<file path="src/rtl/uart_led_pwm_ctrl.sv">
// UART byte decoder driving NUM_CH PWM LED channels; optional blink gating under LED_BLINK_EN.
// States: IDLE | decode command bytes;  WAIT_VAL | expect value byte after a header, with timeout.
module uart_led_pwm_ctrl #(
  parameter int NUM_CH      = 3,
  parameter int PWM_BITS    = 8,
  parameter int TIMEOUT_CYC = 1000000,
  parameter int BLINK_HALF  = 6000000
) (
  input  logic              clk,
  input  logic              rst,
  input  logic [7:0]        rx_byte,
  input  logic              rx_done,
  output logic [NUM_CH-1:0] led,
  output logic              cmd_err,
  output logic              busy
);

  localparam int CW = (NUM_CH > 1) ? $clog2(NUM_CH) : 1;
  localparam int TW = $clog2(TIMEOUT_CYC);
  localparam logic [TW-1:0]       TMO_LAST  = TW'(TIMEOUT_CYC - 1);
  localparam logic [PWM_BITS-1:0] DUTY_FULL = '1;
  localparam logic [7:0]          DIG_LAST  = 8'(8'h30 + NUM_CH - 1);

  if (NUM_CH < 1 || NUM_CH > 8) begin : g_bad_num_ch
    $error("NUM_CH must be in 1..8");
  end
  if (PWM_BITS < 2 || PWM_BITS > 8) begin : g_bad_pwm_bits
    $error("PWM_BITS must be in 2..8");
  end
  if (TIMEOUT_CYC < 2) begin : g_bad_timeout
    $error("TIMEOUT_CYC must be at least 2");
  end
  if (BLINK_HALF < 2) begin : g_bad_blink
    $error("BLINK_HALF must be at least 2");
  end

  typedef enum logic {IDLE, WAIT_VAL} state_e;

  state_e              state_q, state_d;
  logic [PWM_BITS-1:0] duty_q [NUM_CH];
  logic [PWM_BITS-1:0] duty_d [NUM_CH];
  logic [PWM_BITS-1:0] pwm_cnt_q;
  logic [TW-1:0]       tmo_q, tmo_d;
  logic [CW-1:0]       pend_q, pend_d;
  logic                err_q, err_d;
  logic [NUM_CH-1:0]   led_q, led_d;

  logic                let_vld;
  logic                let_on;
  logic [1:0]          let_ch;
  logic                is_digit;

`ifdef LED_BLINK_EN
  localparam int BW = $clog2(BLINK_HALF);
  localparam logic [BW-1:0] BLINK_LAST = BW'(BLINK_HALF - 1);
  logic              mask_tgt_q, mask_tgt_d;
  logic [NUM_CH-1:0] blink_mask_q, blink_mask_d;
  logic [BW-1:0]     blink_cnt_q;
  logic              blink_phase_q;
`endif

  assign is_digit = (rx_byte >= 8'h30) && (rx_byte <= DIG_LAST);

  always_comb begin
    let_vld = 1'b0;
    let_on  = 1'b0;
    let_ch  = 2'd0;
    case (rx_byte)
      8'h52: begin let_vld = 1'b1; let_on = 1'b1; let_ch = 2'd0; end
      8'h47: begin let_vld = 1'b1; let_on = 1'b1; let_ch = 2'd1; end
      8'h42: begin let_vld = 1'b1; let_on = 1'b1; let_ch = 2'd2; end
      8'h72: begin let_vld = 1'b1; let_on = 1'b0; let_ch = 2'd0; end
      8'h67: begin let_vld = 1'b1; let_on = 1'b0; let_ch = 2'd1; end
      8'h62: begin let_vld = 1'b1; let_on = 1'b0; let_ch = 2'd2; end
      default: ;
    endcase
  end

  always_comb begin
    state_d = state_q;
    duty_d  = duty_q;
    tmo_d   = tmo_q;
    pend_d  = pend_q;
    err_d   = 1'b0;
`ifdef LED_BLINK_EN
    mask_tgt_d   = mask_tgt_q;
    blink_mask_d = blink_mask_q;
`endif
    unique case (state_q)
      IDLE: begin
        if (rx_done) begin
          if (let_vld && (32'(let_ch) < NUM_CH)) begin
            for (int k = 0; k < NUM_CH; k++) begin
              if (32'(let_ch) == k) duty_d[k] = let_on ? DUTY_FULL : '0;
            end
          end else if (rx_byte == 8'h21) begin
            for (int k = 0; k < NUM_CH; k++) duty_d[k] = '0;
`ifdef LED_BLINK_EN
            blink_mask_d = '0;
`endif
          end else if (is_digit) begin
            pend_d  = rx_byte[CW-1:0];
            tmo_d   = '0;
            state_d = WAIT_VAL;
`ifdef LED_BLINK_EN
            mask_tgt_d = 1'b0;
          end else if (rx_byte == 8'h4B) begin
            mask_tgt_d = 1'b1;
            tmo_d      = '0;
            state_d    = WAIT_VAL;
`endif
          end else begin
            err_d = 1'b1;
          end
        end
      end
      WAIT_VAL: begin
        // A byte on the timeout cycle wins over the timeout.
        if (rx_done) begin
          state_d = IDLE;
`ifdef LED_BLINK_EN
          if (mask_tgt_q) begin
            blink_mask_d = rx_byte[NUM_CH-1:0];
          end else begin
            for (int k = 0; k < NUM_CH; k++) begin
              if (32'(pend_q) == k) duty_d[k] = rx_byte[PWM_BITS-1:0];
            end
          end
`else
          for (int k = 0; k < NUM_CH; k++) begin
            if (32'(pend_q) == k) duty_d[k] = rx_byte[PWM_BITS-1:0];
          end
`endif
        end else if (tmo_q == TMO_LAST) begin
          state_d = IDLE;
          err_d   = 1'b1;
        end else begin
          tmo_d = tmo_q + TW'(1);
        end
      end
      default: state_d = IDLE;
    endcase
  end

  always_comb begin
    led_d = '0;
    for (int k = 0; k < NUM_CH; k++) begin
`ifdef LED_BLINK_EN
      led_d[k] = ((duty_q[k] == DUTY_FULL) || (pwm_cnt_q < duty_q[k]))
                 && (blink_phase_q || !blink_mask_q[k]);
`else
      led_d[k] = (duty_q[k] == DUTY_FULL) || (pwm_cnt_q < duty_q[k]);
`endif
    end
  end

  always_ff @(posedge clk) begin
    if (rst) begin
      state_q   <= IDLE;
      for (int k = 0; k < NUM_CH; k++) duty_q[k] <= '0;
      pwm_cnt_q <= '0;
      tmo_q     <= '0;
      pend_q    <= '0;
      err_q     <= 1'b0;
      led_q     <= '0;
    end else begin
      state_q   <= state_d;
      duty_q    <= duty_d;
      pwm_cnt_q <= pwm_cnt_q + PWM_BITS'(1);
      tmo_q     <= tmo_d;
      pend_q    <= pend_d;
      err_q     <= err_d;
      led_q     <= led_d;
    end
  end

`ifdef LED_BLINK_EN
  always_ff @(posedge clk) begin
    if (rst) begin
      mask_tgt_q    <= 1'b0;
      blink_mask_q  <= '0;
      blink_cnt_q   <= '0;
      blink_phase_q <= 1'b1;
    end else begin
      mask_tgt_q   <= mask_tgt_d;
      blink_mask_q <= blink_mask_d;
      if (blink_cnt_q == BLINK_LAST) begin
        blink_cnt_q   <= '0;
        blink_phase_q <= ~blink_phase_q;
      end else begin
        blink_cnt_q <= blink_cnt_q + BW'(1);
      end
    end
  end
`endif

  assign led     = led_q;
  assign cmd_err = err_q;
  assign busy    = (state_q == WAIT_VAL);

endmodule

</file>
<file path="config.mk">
export PLATFORM = sky130hd
export DESIGN_NAME = uart_led_pwm_ctrl
export DESIGN_NICKNAME = d
export VERILOG_FILES = /design/src/rtl/uart_led_pwm_ctrl.sv
export SDC_FILE = /design/constraint.sdc
export NUM_CORES = 1
export LEC_CHECK = 0
export BUFFER_PORTS_ARGS = -buffer_cell sky130_fd_sc_hd__buf_2
export CORE_ASPECT_RATIO = 1.5
export CORE_UTILIZATION = 30
export DETAILED_ROUTE_END_ITERATION = 16
export GPL_TIMING_DRIVEN = 0
export PLACE_DENSITY_LB_ADDON = 0.25
export SLEW_MARGIN = 25
export SYNTH_ARGS = -nofsm -noshare
export SYNTH_HDL_FRONTEND = slang
export SYNTH_SLANG_ARGS = --single-unit
</file>
<file path="constraint.sdc">
create_clock -name clk -period 1.79 [get_ports clk]
set_input_delay 0.179 -clock clk [delete_from_list [all_inputs] [get_ports clk]]
set_output_delay 0.179 -clock clk [all_outputs]
set_load 0.1 [all_outputs]
</file>
* Yosys cells after proc, flatten, opt, wreduce, memory -nomap -nowiden
Index checks and enable logic that the tools add are counted.
Cells by class: add/sub/neg operators 2, reductions and logical operators 16, magnitude comparators 6, multiplexer cells 36, bitwise operators 3, equality and inequality tests 29
Operators with widths (number):
- $mux 20 | 6
- $mux 24 | 4
- $mux 8 | 7
- $eq 8x7->1 const B | 6
- $pmux 24 s2 | 1
- $pmux 20 s2 | 1
- $eq 8x8->1 const B | 3
- $lt 8x8->1 | 3
- $add 20x1->20 const B | 1
- $eq 20x20->1 const B | 1
- $reduce_and 5->1 | 4
- $mux 1 | 14
- $ne 2x2->1 const B | 7
- $ne 3x3->1 const B | 4
- $add 8x1->8 const B | 1
- $eq 8x6->1 const B | 1
- $ge 8x6->1 const B | 1
- $le 8x6->1 const B | 1
- $ne 2x1->1 const B | 3
- $reduce_and 6->1 | 1
- $reduce_or 6->1 | 1
- $eq 2x1->1 const B | 2
- $eq 2x2->1 const B | 2
- $logic_not 2->1 | 2
- 8 further kinds | 15
Storage, ports and cells: word-level logic and storage cells 101, input bits 11, output and inout bits 5, register bits 59

* Logic depth before layout (Yosys ltp)
Gate-level depths: netlist of run 1.
word-level depth 8, mapped depth 7, mapped depth without buffers 6

* Worst setup path after synthesis of run 1
OpenSTA, ideal clock, no wires.
kind register to register, start point reg state_q (netlist: busy), end point reg tmo_q[7], cell stages (with the launch flop) 8, arrival 2.543 ns, data required time 1.733 ns, path slack -0.811 ns, period minus slack after synthesis 2.601 ns, library setup time 0.057 ns, buffers on the path 2, path through dfxtp_1 inv_1 ha_1 clkbuf_1 o211ai_1 buf_2 nor4_1 a21o_1
Between the ends: cells in the longest elaborated chain, start to end 3, elaborated cells on any way between the ends 9, classes of those cells 6 x eq/ne; 1 x mux; 1 x bitwise; 1 x reduce/logical
RTL lines:
- from (decl) | line 39 | state_e state_q, state_d;
- from (signal assigned) | line 167 | state_q <= state_d;
- $not 1->1
- $ne 2x2->1 (no source line)
- $reduce_and 6->1 (no source line)
- to (signal assigned) | line 170 | tmo_q <= tmo_d;
- to (decl) | line 43 | logic [TW-1:0] tmo_q, tmo_d;
Several ways; a longest one is shown, not always the timed one. A chain may end at the register's enable or synchronous reset.

* Worst setup path in the final report of run 1
start point reg tmo_q[1], end point reg tmo_q[2]
Between the ends: cells in the longest elaborated chain, start to end 4, elaborated cells on any way between the ends 7, classes of those cells 1 x add/sub; 2 x eq/ne; 3 x mux; 1 x reduce/logical
RTL lines:
- $add 20x1->20 | line 138 | tmo_d = tmo_q + TW'(1);
- $mux 20 | line 134 | end else if (tmo_q == TMO_LAST) begin
- $mux 20 | line 119 | if (rx_done) begin
- $pmux 20 s2 | line 89 | unique case (state_q)
Several ways; a longest one is shown, not always the timed one. The select of a mux whose other input is x is not followed.

==> summary.md, run 1 <==
| Metric | Value |
|---|---|
| Final Hold Vio Count | `0` |
| Vias per cell | `5.142` |
| Die H | `approximately 130 um` |
| Worst setup margin | `-0.04880 ns` |
| Storage element area | `around 1200 um^2` |
| Max_cap viols | `0` |
| Initial DRC count | `109` |
| CP startpoint | `tmo_q[1]` |
| Clk sinks | `59` |
| Worst Path Required | `2.01 ns` |
| CTS Buf Count | `9` |
| Area post-placement | `~3800 um^2` |
| Failing checks | `negative setup slack` |
| Status | `finished, violations left` |
| Total track usage | `15.67%` |
| Slew @ Worst Pin | `just under 0.6 ns` |
| Worst Path Class, Setup | `reg2reg` |
| Fill cell count | `1,126` |
| Input/output buffers | `14` |
| CP startpoint kind | `flip-flop` |
| Slew headroom | `60.31%` |
| Commonest register cell after synthesis | `dfxtp_1` |
| Post-route ant nets | `0` |
| Row count | `47` |
| Worst-case clock buffer depth | `2` |
| Pwr/cell area | `~840 nW/um^2` |
| Dpl cells | `between 500 and 600` |
| First-pass DRT Iterations | `4` |
| Post-Synthesis Cells | `~390` |
| Avg WL per Cell | `15.44 um` |
| Syn Area/Cell | `9.008 um^2` |
| Worst hold start | `rx_done` |
| Die ar. | `12,030 um^2` |
| Area delta synth->final | `27.13%` |
| Leakage power | `1.829 nW` |
| RePlAce Congestion | `0.7951` |
| Skew-Pair Late Insertion Delay | `0.33 ns` |
| # setup viols final | `9` |
| CTS clk-pin slew, worst paths | `0.05 ns` |
| Hold Crit Class | `in2reg` |
| Grt total ovfl | `0` |
| Routed via count | `around 3,000` |
| Core box area | `11,170 um^2` |
| Final hold slack | `0.1236 ns` |
| Ant diodes | `0` |
| Number of flops mapped to enable cells by yosys | `0` |
| Initial Util | `31.12%` |
| Synthesized net count | `~420` |
| Worst r2r src | `tmo_q[1]` |
| CP endpoint kind | `flip-flop` |
| Largest net degree at the start of global routing | `12` |
| Post-synth cell types | `56` |
| Share of layout cells above drive strength 1 | `a little under a quarter` |
| F_max | `543.8 MHz` |
| Skew final | `0.005550 ns` |
| CTS tree | `done` |
| Sequential area share after synthesis | `33.97%` |
| # DRC | `0` |
| Die X-Extent | `89.90 um` |
| Routed WL | `9048 um` |
| Final instance area | `around 4400 um^2` |
| Ports | `16` |
| Layout Utilization | `39.56%` |
| Cts hold-fix bufs | `0` |
| Cell area after synthesis | `3477 um^2` |
| Tmin final | `1.839 ns` |
| First-pass GRT wire length | `14,780 um` |
| Placed wire-length estimate | `6471 um` |
| Final Cycle Share | `102.7%` |
| Yosys warns | `0` |
| RSZ-0062 raised after global routing | `yes` |
| Crit-path max FO | `4` |
| Vias in the first global route | `3,029` |
| Area of the multi-input gates | `2231 um^2` |
| Initial antenna violation count | `0` |
| Ys async rst share | `0%` |
| Synth Register Bits | `59` |
| H-tree depth | `3` |
| Most common cell after layout, fill and taps aside | `dfxtp_1` |
| Fin nets | `about 470` |
| Critical Path AT | `a little over 2 ns` |
| Worst VDD drop | `0.0004845 V` |
| Commonest non-fill, non-tap cells in the layout | `52 x dfxtp_1, 28 x inv_1, 27 x nand2b_1` |
| Cell Count, Final, Fillers Out | `586` |
| Max Slew Vio Count | `0` |
| Root buffer cell | `clkbuf_16` |
| Total power | `roughly 0.0037 W` |
==> sequential cells by signal, indices dropped and copies added, names as in the netlist <==
signal / flops
duty_q: 24
led: 3
busy: 1
tmo_q: 20
pend_q: 2
cmd_err: 1
pwm_cnt_q: 8
==> Yosys cell counts (4+ instances only) <==
master,n,area [um^2]
o21ai_0,9,45.04
a22oi_1,9,67.56
a211oi_1,6,45.04
a21oi_1,14,70.07
ha_1,26,325.3
nor4_1,4,25.02
nand2b_1,27,168.9
nor2_1,12,45.04
nand4_1,12,75.07
dfxtp_1,59,1181
nor3_1,11,55.05
a21o_1,8,60.06
nand3_1,13,65.06
clkbuf_1,8,30.03
mux2i_1,25,250.2
inv_1,29,108.9
or2_1,4,25.02
a31oi_1,8,50.05
nand2_1,19,71.32
and3_1,10,62.56
a211o_1,8,70.07
or2_2,5,31.28
or2b_1,5,37.54
xor2_1,5,43.79
==> path summary, 6_finish.rpt <==
check | endpoint | slack [ns] | cells past startpoint
worst max-delay path | tmo_q[2] | -0.05 | 8
worst min register to register | pend_q[0] | 0.48 | 2
worst max register to register | tmo_q[2] | -0.05 | 8
worst min-delay path | busy | 0.12 | 3
==> area by class of cell <==
class | instances | share of cell area, %
clock buffers | 9 | 5.095
multi-input cells | 285 | 50.47
flip-flops and latches | 59 | 27.09
repair buffers | 37 | 5.718
plain buffers | 13 | 1.811
clock inverters | 7 | 3.142
inverters | 29 | 2.519
well taps | 147 | 4.161
==> logic make-up (layout without fill, tap and decap cells) <==
kind of cell | count (synthesis) | in the layout | share of synthesized area, %
and+or+nand+nor | 143 | 143 | 24.87
AOI/OAI and AO/OA | 83 | 83 | 17.85
DFF | 59 | 59 | 33.97
buffers and inverters | 42 | 95 | 4.750
adders and majority gates | 26 | 26 | 9.356
muxes | 25 | 25 | 7.197
xor gates and xnor gates | 8 | 8 | 2.015
==> metal layers <==
| layer | vias to the layer above | wire length (um) | track usage, % |
|---|---|---|---|
| li1 | 1509 | - | - |
| met1 | 1441 | 3644 | 16.32 |
| met2 | 41 | 4900 | 29.53 |
| met3 | 22 | 190 | 2.948 |
| met4 | 0 | 312 | 8.423 |
| met5 | - | 0 | 0 |
==> repair_timing <==
item	in CTS	in global routing
buffers inserted	15	7
endpoints found under the setup margin	18	37
pin swaps	10	9
cloned	1	0
gates resized for setup	19	13
==> metrics by stage <==
stage,setup TNS (ns),setup slack [ns]
6_report,-0.2421,-0.04880
5_1_grt,-1.561,-0.1321
2_1_floorplan,0,0.002695
3_3_place_gp,-7.941,-0.2626
3_5_place_dp,-7.620,-0.2492
4_1_cts,0,0.01106
==> power breakdown <==
group / switching [W] / leakage [nW] / internal (W) / total, W
clock network: 0.000632 / 0.180 / 0.00150 / 0.00213
logic: 0.000158 / 1.17 / 0.0000774 / 0.000235
registers: 0.0000137 / 0.481 / 0.00132 / 0.00134
total: 0.000803 / 1.83 / 0.00290 / 0.00370
==> worst max-delay path, stage by stage, from the launching register on <==
cell and delay, ns:
dfxtp_4 0.36, ha_4 0.14, and4_4 0.23, nand4_1 0.17
o211ai_1 0.28, buf_4 0.16, buf_4 0.10, nor3b_2 0.04
a211o_1 0.25
(Power assumes the default switching activity.)
==> run 2, diff against run 1 <==
==> constraint.sdc (replaced) <==
create_clock -name clk -period 1.79 [get_ports clk]
set_input_delay 0.179 -clock clk [delete_from_list [all_inputs] [get_ports clk]]
set_output_delay 0.179 -clock clk [all_outputs]
set_load 0.02 [all_outputs]
==> run 2 against run 1 <==
The flow still finishes with violations (negative setup slack). Routed wire length is 0.21% lower. Hold slack got worse by 0.0036 ns. Register-to-register slack improved by 0.02 ns. Flip-flop and latch count did not move. Combinational power fell by 19%. Global-route usage rose by 0.24 points. Sequential share of layout area rose by 0.23 points. Fmax rose by 1.0%. Core utilization shrank 0.25 points. Clock power fell by 19%. First-iteration DRC count fell by 23%. Critical endpoint is now tmo_q[6]. Largest cell class unchanged. Highest routed layer unchanged.
==> summary.md, run 2 (synthesis gave the netlist of run 1 again) <==
| Metric | Value |
|---|---|
| Status | `finished, violations left (unchanged)` |
| Failing checks | `negative setup slack (unchanged)` |
| Avg WL per Cell | `15.59 um (was 15.44 um)` |
| GRT Max-Usage Layer | `met2 (unchanged)` |
| Grt total ovfl | `0 (unchanged)` |
| Die H | `133.9 um (unchanged)` |
| Top flop regs | `duty_q: 24 flops, tmo_q: 20 flops, pwm_cnt_q: 8 flops (unchanged)` |
| Initial DRC count | `84 (was 109)` |
| Reg2Reg Setup Slack | `-0.03 ns (was -0.05 ns)` |
| Combinational group share of total power | `5.9% (was 6.3%)` |
| Switching power | `0.0007275 W (was 0.0008030 W)` |
| Clk sinks | `59 (unchanged)` |
| Worst Path Required | `2.00 ns (was 2.01 ns)` |
| Routed via count | `2,977 (was 3,013)` |
| Area delta synth->final | `26.34% (was 27.13%)` |
| Clock power frac | `52.9% (was 57.5%)` |
| Input/output buffers | `14 (unchanged)` |
| First-pass GRT wire length | `14,830 um (was 14,780 um)` |
| Pwr/cell area | `738.9 nW/um^2 (was 837.8 nW/um^2)` |
| Max_cap viols | `0 (unchanged)` |
| Placed wire-length estimate | `6386 um (was 6471 um)` |
| Hold Crit Class | `in2reg (unchanged)` |
| Hold Path Stages | `3 (unchanged)` |
| Final Cycle Share | `101.7% (was 102.7%)` |
| Cts hold-fix bufs | `0 (unchanged)` |
| CTS tree | `done (unchanged)` |
| First-pass DRT Iterations | `4 (unchanged)` |
| Die ar. | `12,030 um^2 (unchanged)` |
| Largest net degree at the start of global routing | `11 (was 12)` |
| CP endpoint kind | `flip-flop (unchanged)` |
| Tmin final | `1.820 ns (was 1.839 ns)` |
| Met1 Track Usage GR | `15.58% (was 16.32%)` |
| Slew @ Worst Pin | `0.6047 ns (was 0.5953 ns)` |
| Most common cell after layout, fill and taps aside | `dfxtp_1 (unchanged)` |
| Row count | `47 (unchanged)` |
| Skew final | `0.002983 ns (was 0.005550 ns)` |
| Initial antenna violation count | `0 (unchanged)` |
| Worst R2R Path Depth | `8 (unchanged)` |
| Critical Path AT | `2.03 ns (was 2.06 ns)` |
| Skew-Pair Late Insertion Delay | `0.33 ns (about the same)` |
| Crit-path max FO | `6 (was 4)` |
| Met2 Track Usage GR | `30.94% (was 29.53%)` |
| Slew headroom | `59.68% (was 60.31%)` |
| Leakage power | `1.778 nW (was 1.829 nW)` |
| Fin nets | `465 (was 471)` |
| Worst Path Class, Setup | `reg2reg (unchanged)` |
| Post-route ant nets | `0 (unchanged)` |
| Largest register by flop count | `duty_q (unchanged)` |
| Root buffer cell | `clkbuf_16 (unchanged)` |
| Sw Share | `22.41% (was 21.68%)` |
| Initial Util | `31.12% (unchanged)` |
| Final hold slack | `0.1200 ns (was 0.1236 ns)` |
| Vias in the first global route | `3,090 (was 3,029)` |
| H-tree depth | `3 (unchanged)` |
| RSZ-0062 raised after global routing | `yes (unchanged)` |
| Fill cell count | `1,132 (was 1,126)` |
| Layout Utilization | `39.32% (was 39.56%)` |
| Worst-case clock buffer depth | `2 (unchanged)` |
| F_max | `549.4 MHz (was 543.8 MHz)` |
| CTS clk-pin slew, worst paths | `0.05 ns (about the same)` |
| CTS Buf Count | `9 (unchanged)` |
| Max reg flops | `24 (unchanged)` |
| Worst setup margin | `-0.03002 ns (was -0.04880 ns)` |
| # DRC | `0 (unchanged)` |
| CP startpoint kind | `flip-flop (unchanged)` |
| Share of layout cells above drive strength 1 | `24.31% (was 22.55%)` |
| GR Layer Usage met3 | `3.912% (was 2.948%)` |
| RePlAce Congestion | `0.7852 (was 0.7951)` |
| Max Slew Vio Count | `0 (unchanged)` |
| Total track usage | `15.91% (was 15.67%)` |
| Die X-Extent | `89.90 um (unchanged)` |
| Commonest non-fill, non-tap cells in the layout | `50 x dfxtp_1, 28 x inv_1, 27 x nand2b_1 (was 52 x dfxtp_1, 28 x inv_1, 27 x nand2b_1)` |
| Final Hold Vio Count | `0 (unchanged)` |
| Routed WL | `9029 um (was 9048 um)` |
| Core box area | `11,170 um^2 (unchanged)` |
| Worst VDD drop | `0.0004463 V (was 0.0004845 V)` |
| Power Internal | `0.002518 W (was 0.002900 W)` |
| Vias per cell | `5.142 (about the same)` |
| Ports | `16 (unchanged)` |
| Sequential Power Share | `41.2% (was 36.1%)` |
| Ant diodes | `0 (unchanged)` |
| # setup viols final | `3 (was 9)` |
run 2: path summary, 6_finish.rpt:
| path | startpoint | to |
|---|---|---|
| setup / recovery | tmo_q[0] | tmo_q[6] |
| hold / removal | rx_done | busy |
| setup reg to reg | tmo_q[0] | tmo_q[6] |
| hold reg to reg | pend_q[0] | pend_q[0] |
run 2: area by class of cell:
type                            count  area (um^2)  share of cell area [%]
Inverter                           29        112.6                   2.563
Clock buffer                       14        294.0                   6.693
Multi-Input combinational cell    285         2310                   52.58
Timing Repair Buffer               32        221.5                   5.041
Tap cell                          147        183.9                   4.187
Sequential cell                    59         1200                   27.31
Clock inverter                      1        5.005                  0.1139
Buffer                             12        66.31                   1.510
run 2: timing repair:
item / CTS / global route
pin swaps: 7 / 11
setup buffers: 11 / 6
hold endpoints to repair: 0 / 0
cloned: 1 / 0
setup endpoints to repair: 27 / 28
resized for setup: 17 / 34
run 2: metal layers:
metal | share of wire (%) | vias up
li1 | - | 1503
met2 | 55 | 31
met4 | 2.3 | 0
met1 | 40 | 1424
met3 | 2.4 | 19
met5 | 0 | -
run 2: worst max-delay path, stage by stage, from the launching register on:
cell and delay (ns):
dfxtp_4 0.35, ha_4 0.15, and4_4 0.23, nand4_1 0.11
buf_4 0.17, buf_4 0.12, o211a_4 0.26, a31oi_2 0.24
a31oi_4 0.04
run 2: metrics by stage:
stage                     area (um^2)  setup slack, ns  total power, W  TNS (ns)  instances
after floorplan                  3488         0.002695        0.001482         0        386
after detailed placement         3742          -0.2658        0.001549    -8.762        547
after global routing             4393          -0.1096        0.003363    -1.479        579
after CTS                        4198         0.005179        0.003273         0        573
final                            4393         -0.03002        0.003246  -0.03712        579
after global placement           3742          -0.2558        0.001546    -7.700        547
run 2: power by group through the flow:
stage | Combinational [W] | Sequential (W) | Clock [W]
final | 0.000190 | 0.00134 | 0.00172
after global routing | 0.000211 | 0.00134 | 0.00181
after CTS | 0.000183 | 0.00134 | 0.00175
after detailed placement | 0.000178 | 0.00137 | 0
after global placement | 0.000176 | 0.00137 | 0
after floorplan | 0.000108 | 0.00137 | 0
==> run 3, diff against run 2 <==
==> constraint.sdc (replaced) <==
create_clock -name clk -period 1.79 [get_ports clk]
set_input_delay 0.358 -clock clk [delete_from_list [all_inputs] [get_ports clk]]
set_output_delay 0.358 -clock clk [all_outputs]
set_load 0.02 [all_outputs]
==> run 3 against run 2 <==
Critical endpoint is now tmo_q[10]. Setup slack worse by 0.090 ns. Register-to-register slack worse by 0.09 ns. Power is 5.1% lower. Final area hardly changed. First-iteration DRC count is 9.5% higher. The run still ends with negative setup slack left. Routed wire length is 1.2% higher. Die area stayed put. Largest power group unchanged.
==> summary.md, run 3 (synthesis gave the netlist of run 1 again) <==
| Metric | Value |
|---|---|
| Status | `finished, violations left (unchanged)` |
| Core box area | `11,170 um^2 (unchanged)` |
| CTS tree | `done (unchanged)` |
| Most common cell after layout, fill and taps aside | `dfxtp_1 (unchanged)` |
| Routed WL | `9133 um (was 9029 um)` |
| Setup TNS | `-0.8537 ns (was -0.03712 ns)` |
| Worst setup margin | `-0.1204 ns (was -0.03002 ns)` |
| First-pass DRT Iterations | `4 (unchanged)` |
| RSZ-0062 raised after global routing | `yes (unchanged)` |
| Layout Utilization | `39.33% (was 39.32%)` |
| Crit-path max FO | `5 (was 6)` |
| Total track usage | `16.00% (was 15.91%)` |
| Area delta synth->final | `26.38% (was 26.34%)` |
| Hold Crit Class | `in2reg (unchanged)` |
| Skew final | `0.007369 ns (was 0.002983 ns)` |
| Pre-CTS setup slack | `-0.3680 ns (was -0.2658 ns)` |
| RePlAce Congestion | `0.7826 (was 0.7852)` |
| Top flop regs | `duty_q: 24 flops, tmo_q: 20 flops, pwm_cnt_q: 8 flops (unchanged)` |
| Vias per cell | `5.144 (was 5.142)` |
| Leakage power | `1.773 nW (was 1.778 nW)` |
| Post-route ant nets | `0 (unchanged)` |
| Max reg flops | `24 (unchanged)` |
| Slew @ Worst Pin | `0.5115 ns (was 0.6047 ns)` |
| Worst R2R Path Depth | `6 (was 8)` |
| Die H | `133.9 um (unchanged)` |
| Largest register by flop count | `duty_q (unchanged)` |
| Ant diodes | `0 (unchanged)` |
| Share of layout cells above drive strength 1 | `22.79% (was 24.31%)` |
| Worst Path Class, Setup | `reg2reg (unchanged)` |
| Vias in the first global route | `3,094 (was 3,090)` |
| Final Hold Vio Count | `0 (unchanged)` |
| Cts hold-fix bufs | `0 (unchanged)` |
| Root buffer cell | `clkbuf_16 (unchanged)` |
| CTS clk-pin slew, worst paths | `0.05 ns (about the same)` |
| # DRC | `0 (unchanged)` |
| Clk sinks | `59 (unchanged)` |
| Final Cycle Share | `106.7% (was 101.7%)` |
| Largest net degree at the start of global routing | `11 (unchanged)` |
| F_max | `523.4 MHz (was 549.4 MHz)` |
| Input/output buffers | `14 (unchanged)` |
| Dpl cells | `547 (unchanged)` |
| First-pass GRT wire length | `14,860 um (was 14,830 um)` |
| # setup viols final | `11 (was 3)` |
| Skew-Pair Late Insertion Delay | `0.33 ns (about the same)` |
| CTS Buf Count | `9 (unchanged)` |
| Row count | `47 (unchanged)` |
| Pwr/cell area | `701.3 nW/um^2 (was 738.9 nW/um^2)` |
| Worst VDD drop | `0.0005326 V (was 0.0004463 V)` |
| Worst Path Required | `2.01 ns (was 2.00 ns)` |
| Commonest non-fill, non-tap cells in the layout | `53 x dfxtp_1, 29 x inv_1, 26 x nand2b_1 (was 50 x dfxtp_1, 28 x inv_1, 27 x nand2b_1)` |
| Die X-Extent | `89.90 um (unchanged)` |
| H-tree depth | `3 (unchanged)` |
| Die ar. | `12,030 um^2 (unchanged)` |
| Ports | `16 (unchanged)` |
| Hold Path Stages | `3 (unchanged)` |
| Grt total ovfl | `0 (unchanged)` |
| Cell Count, Final, Fillers Out | `577 (was 579)` |
| Fill cell count | `1,139 (was 1,132)` |
| Placed wire-length estimate | `6551 um (was 6386 um)` |
| Avg WL per Cell | `15.83 um (was 15.59 um)` |
| Max_cap viols | `0 (unchanged)` |
| CP endpoint kind | `flip-flop (unchanged)` |
| Initial Util | `31.12% (unchanged)` |
| Routed via count | `2,968 (was 2,977)` |
| CP startpoint kind | `flip-flop (unchanged)` |
| Worst-case clock buffer depth | `2 (unchanged)` |
| Total power | `0.003081 W (was 0.003246 W)` |
| Slew headroom | `65.90% (was 59.68%)` |
| Fin nets | `463 (was 465)` |
| Critical Path AT | `2.13 ns (was 2.03 ns)` |
| Initial antenna violation count | `0 (unchanged)` |
| Failing checks | `negative setup slack (unchanged)` |
| Max Slew Vio Count | `0 (unchanged)` |
| Initial DRC count | `92 (was 84)` |
| Tmin final | `1.910 ns (was 1.820 ns)` |
## run 3: cell types whose count changed in the layout (fill, tap and decap cells not counted), moves of 3 or more
cell,before,now
a31oi_4,1,4
clkbuf_8,5,1
dfxtp_1,50,53
buf_4,19,16
## run 3: path summary, 6_finish.rpt
path	start	end	slack, ns
worst max-delay path	tmo_q[6]	tmo_q[10]	-0.12
worst min register to register	pend_q[0]	pend_q[0]	0.47
worst min-delay path	rx_done	busy	0.30
worst max register to register	tmo_q[6]	tmo_q[10]	-0.12
## run 3: metal layers
metal	track usage (%)	wire length [um]
met2	30.26	4987
met1	15.81	3685
met4	9.588	309
met3	3.628	150
met5	0	0
## run 3: timing repair
action / CTS / global route
endpoints found under the hold margin: 0 / 0
gates resized for setup: 15 / 41
setup endpoints to repair: 26 / 45
setup buffers: 9 / 5
gates cloned: 1 / 1
pin swaps: 9 / 14
## run 3: worst max-delay path: stages (launching register included)
cell and delay, ns:
dfxtp_1 0.38, nor4bb_1 0.30, nand4_1 0.23, o211ai_1 0.37, buf_4 0.24, nor3_2 0.05
a211o_1 0.22
## run 3: through the flow
stage               hold slack, ns  area [um^2]
finish                      0.2972         4394
CTS                         0.2881         4140
global route                0.3151         4394
detailed placement          0.4632         3742
floorplan                   0.4349         3488
global placement            0.4520         3742
## run 3: area by class of cell
| class | instances | area, um^2 | share of cell area, % |
|---|---|---|---|
| inverter | 29 | 108.9 | 2.477 |
| sequential | 59 | 1194 | 27.16 |
| multi-input combinational | 285 | 2349 | 53.45 |
| tap | 147 | 183.9 | 4.186 |
| clock inverter | 3 | 15.01 | 0.3417 |
| clock buffer | 12 | 246.5 | 5.609 |
| buffer | 12 | 71.32 | 1.623 |
| timing repair buffer | 30 | 226.5 | 5.154 |
## run 3: where the power goes
part	switching (W)	leakage [nW]	internal (W)
clock	0.000579	0.132	0.000957
combinational	0.000118	1.16	0.0000870
sequential	0.0000142	0.480	0.00133
total	0.000711	1.77	0.00237
